### src/rtl/icache_line_fill.sv
// Line-fill engine: turns one icache line read into a 4-beat burst read and
// assembles the returned beats into a full line with a one-cycle pmem_resp.
module icache_line_fill #(
  parameter int s_offset = 5,
  parameter int s_line   = 256,
  parameter int s_beat   = 64
) (
  input  logic              clk,
  input  logic              rst,
  input  logic              pmem_read,
  input  logic [31:0]       pmem_address,
  output logic [s_line-1:0] pmem_rdata,
  output logic              pmem_resp,
  output logic              burst_read,
  output logic [31:0]       burst_addr,
  input  logic [s_beat-1:0] burst_rdata,
  input  logic              burst_resp
);
  localparam int n_beats = s_line / s_beat;
  localparam int cnt_w   = $clog2(n_beats);
  localparam logic [31:0] line_mask = ~((32'd1 << s_offset) - 32'd1);

  typedef enum logic [1:0] {IDLE, READ, DONE} state_t;

  state_t              state_q, state_d;
  logic [cnt_w-1:0]    beat_cnt_q, beat_cnt_d;
  logic                burst_read_q, burst_read_d;
  logic [31:0]         burst_addr_q, burst_addr_d;
  logic                pmem_resp_q, pmem_resp_d;
  logic [s_line-1:0]   pmem_rdata_q, pmem_rdata_d;

  always_comb begin
    state_d      = state_q;
    beat_cnt_d   = beat_cnt_q;
    burst_read_d = burst_read_q;
    burst_addr_d = burst_addr_q;
    pmem_rdata_d = pmem_rdata_q;
    pmem_resp_d  = 1'b0;
    case (state_q)
      IDLE: begin
        if (pmem_read) begin
          burst_addr_d = pmem_address & line_mask;
          beat_cnt_d   = '0;
          burst_read_d = 1'b1;
          state_d      = READ;
        end
      end
      READ: begin
        if (burst_resp) begin
          for (int i = 0; i < n_beats; i++)
            if (beat_cnt_q == cnt_w'(i)) pmem_rdata_d[i*s_beat +: s_beat] = burst_rdata;
          // Counter wraps to 0 on the last beat, ready for the next fill.
          beat_cnt_d = beat_cnt_q + 1'b1;
          if (beat_cnt_q == cnt_w'(n_beats - 1)) begin
            burst_read_d = 1'b0;
            pmem_resp_d  = 1'b1;
            state_d      = DONE;
          end
        end
      end
      DONE: begin
        burst_read_d = 1'b0;
        state_d      = IDLE;
      end
      default: state_d = IDLE;
    endcase
  end

  always_ff @(posedge clk or posedge rst) begin
    if (rst) begin
      state_q      <= IDLE;
      beat_cnt_q   <= '0;
      burst_read_q <= 1'b0;
      burst_addr_q <= '0;
      pmem_resp_q  <= 1'b0;
      pmem_rdata_q <= '0;
    end else begin
      state_q      <= state_d;
      beat_cnt_q   <= beat_cnt_d;
      burst_read_q <= burst_read_d;
      burst_addr_q <= burst_addr_d;
      pmem_resp_q  <= pmem_resp_d;
      pmem_rdata_q <= pmem_rdata_d;
    end
  end

  assign pmem_rdata = pmem_rdata_q;
  assign pmem_resp  = pmem_resp_q;
  assign burst_read = burst_read_q;
  assign burst_addr = burst_addr_q;
endmodule

### config.mk
export PLATFORM = sky130hd
export DESIGN_NAME = icache_line_fill
export DESIGN_NICKNAME = d
export VERILOG_FILES = /design/src/rtl/icache_line_fill.sv
export SDC_FILE = /design/constraint.sdc
export NUM_CORES = 1
export LEC_CHECK = 0
export BUFFER_PORTS_ARGS = -buffer_cell sky130_fd_sc_hd__buf_2
export CAP_MARGIN = 20
export CORE_UTILIZATION = 35
export DETAILED_ROUTE_END_ITERATION = 6
export HOLD_SLACK_MARGIN = 0.06
export PLACE_DENSITY = 0.7
export SKIP_CTS_REPAIR_TIMING = 1
export SYNTH_ARGS = -nofsm -noshare
export SYNTH_HDL_FRONTEND = slang
export SYNTH_SLANG_ARGS = --single-unit
### constraint.sdc
create_clock -name clk -period 22.1 [get_ports clk]
set_clock_uncertainty 0.05 [all_clocks]
set_input_delay 6.63 -clock clk [delete_from_list [all_inputs] [get_ports clk]]
set_output_delay 6.63 -clock clk [all_outputs]
set_load 0.005 [all_outputs]
==> key figures <==
Detailed routing
  – Routed vias: 6826
  – Vias per cell: 4.704
  – Antenna-violating nets left: 0
  – Starting DRC count in detailed routing: 247
  – Routed len/inst: 18.18 microns
  – DR DRC count: 0
  – Post-Route WL: 26.39 mm
  – Router iterations before antenna repair: 4

STA
  – Setup TNS Final: 0 ps
  – Max-slew violations: 0
  – Worst Tran Pin Value: 1058 ps
  – RSZ-0062 raised after global routing: no
  – Final setup violation count: 0
  – Fin crit share: 0.3845
  – Tmin final: 8498 ps
  – Slew HR: 0.2949
  – Endpoints failing hold: 0
  – F_max: 117.7 MHz

GRT
  – First-pass GRT wire length: 42.14 mm
  – Largest net degree at the start of global routing: 138
  – Global route overflow: 0
  – Met1 Track Usage GR: 0.2026
  – Grt peak-use layer: met2
  – Total track usage: 0.1614
  – Vias in the first global route: 7384
  – GR Util met2: 0.2681
  – Met3 usage: 0.05194
  – Initial antenna violation count: 0

Logic synthesis
  – Synth cell types: 28
  – Sequential area share after synthesis: 0.6490
  – Flop and latch count out of synthesis: 289
  – Post-synth EDFFs: 0
  – Area share of the largest cell type after synthesis: 0.6490
  – Post-synth top flop: dfrtp_1
  – Ranking of synthesized cells by area: dfrtp_1 65%, mux2_2 22%, mux2_4 6.6%
  – Synthesized instance count: 645
  – Asr flop ratio synth: 1.000
  – Leading cell types by count after synthesis: 289 x dfrtp_1, 218 x mux2_2, 49 x mux2_4
  – Ys Warns: 0
  – Count leader, synth: dfrtp_1
  – Synth Cell Area: 11140 sq um
  – Syn Area/Cell: 17.28 sq um
  – Cell type with the largest total area after synthesis: dfrtp_1

Power
  – Leakage: 7.200 nW
  – PwrDens: 148.6 nW/um^2
  – VDD IR max: 90.21 uV

Placed design
  – GP Congestion: 0.7553
  – Number of port buffers: 379
  – Detailed Place HPWL: 17.48 mm

Floorplanning
  – Die Ht: 180.4 microns
  – Die area: 32560 sq um
  – Row count: 64
  – Effective utilization at floorplan: 0.3596
  – Ports: 390
  – Die width: 180.4 microns
  – Core area: 30990 sq um

Clock tree
  – Clk Latency, worst-skew pair: 560 ps
  – Clk slew on worst S/H paths: 60 ps
  – # clock sinks: 289
  – Num CTS Buffers: 31
  – Clock tree from TritonCTS: built
  – H-tree Lvls: 1
  – CTS max path bufs: 3
  – Clock root buffer: clkbuf_16

Critical path
  – Worst-path fanout max: 37
  – WP data arrival: 8890 ps
  – Critical Path RT: 22490 ps
  – Critical Path Start Type: input port
  – Crit. End Element: register
  – Crit Path Class: input port to register

Outcome
  – Status: finished clean

Job
  – Max cap viols: 0

Layout
  – # diodes: 0
  – # nets final: 1141
  – Layout cells sized above 1: 0.6692
  – Area Growth Syn to Fin: 29.11%
  – Layout fillers: 2796
  – Final Util: 0.4643

Hold path
  – Tightest Hold Check Type: register to register
report_power, final:
group	switching (W)	internal [W]	total [W]
sequential	0.000122	0.000785	0.000907
combinational	0.000295	0.000423	0.000718
clock	0.000207	0.000306	0.000513
sequential cells by signal (all words and copies together) (netlist names):
| signal | flops |
|---|---|
| burst_addr | 27 |
| state_q | 2 |
| beat_cnt_q | 2 |
| burst_read | 1 |
| pmem_resp | 1 |
| pmem_rdata | 256 |
stage by stage:
step	hold WS (ps)	total power (W)	setup slack, ps	instances	instance area, sq um
2_1_floorplan	438.9	0.001284	7443	649	11160
3_3_place_gp	417.8	0.001615	13020	1395	13350
3_5_place_dp	425.4	0.001638	13020	1395	13350
4_1_cts	439.2	0.002162	13620	1450	14370
5_1_grt	443.3	0.002263	13510	1451	14390
6_report	434.2	0.002138	13600	1451	14390
worst max-delay path: stages:
cell	delay (ps)
buf_2	110
and2_1	410
nand2_4	100
inv_4	390
buf_4	740
mux2_2	410
cell usage in the layout (no fill, tap or decap), drive strengths merged, types with 2 or more instances in the layout:
cell / count
buf: 384
inv: 8
dfrtp: 289
conb: 5
ha: 8
clkbuf: 45
o21ai: 2
nand2b: 2
clkinvlp: 2
clkinv: 6
mux2: 284
nand2: 5
bufinv: 2
nor2: 2
path summary, 6_finish.rpt:
check | start | endpoint | slack, ps | cells after the start
setup / recovery | burst_resp | pmem_rdata[240] | 13600 | 6
hold / removal | pmem_rdata[91] | pmem_rdata[91] | 430 | 1
setup reg to reg | state_q[1] | pmem_rdata[240] | 19030 | 7
hold reg to reg | pmem_rdata[91] | pmem_rdata[91] | 430 | 1
max in group asynchronous | rst | pmem_rdata[47] | 14150 | 3
min in group asynchronous | rst | pmem_rdata[255] | 6220 | 2
area by class of cell:
cell class	instances	area (sq um)	share of cell area
clock buffer	45	908.4	0.06314
clock inverter	10	108.9	0.007566
inverter	8	40.04	0.002783
multi-input combinational	319	3656	0.2541
sequential	289	7232	0.5027
tap	396	495.5	0.03444
timing repair buffer	384	1947	0.1353
logic make-up after synthesis:
family                     Yosys count  share of synthesized area
AOI/OAI and AO/OA                   10                   0.006177
adders and majority gates            8                   0.008983
buffers and inverters               41                    0.02425
DFF                                289                     0.6490
muxes                              284                     0.3035
other                                1                  0.0003365
and+or+nand+nor                     12                   0.007747
layer usage:
metal,share of wire,vias up
met5,0,-
met4,0.025,0
met3,0.083,46
met2,0.47,297
met1,0.42,3431
li1,-,3052
Note: power is estimated with default switching activity, not from simulation.
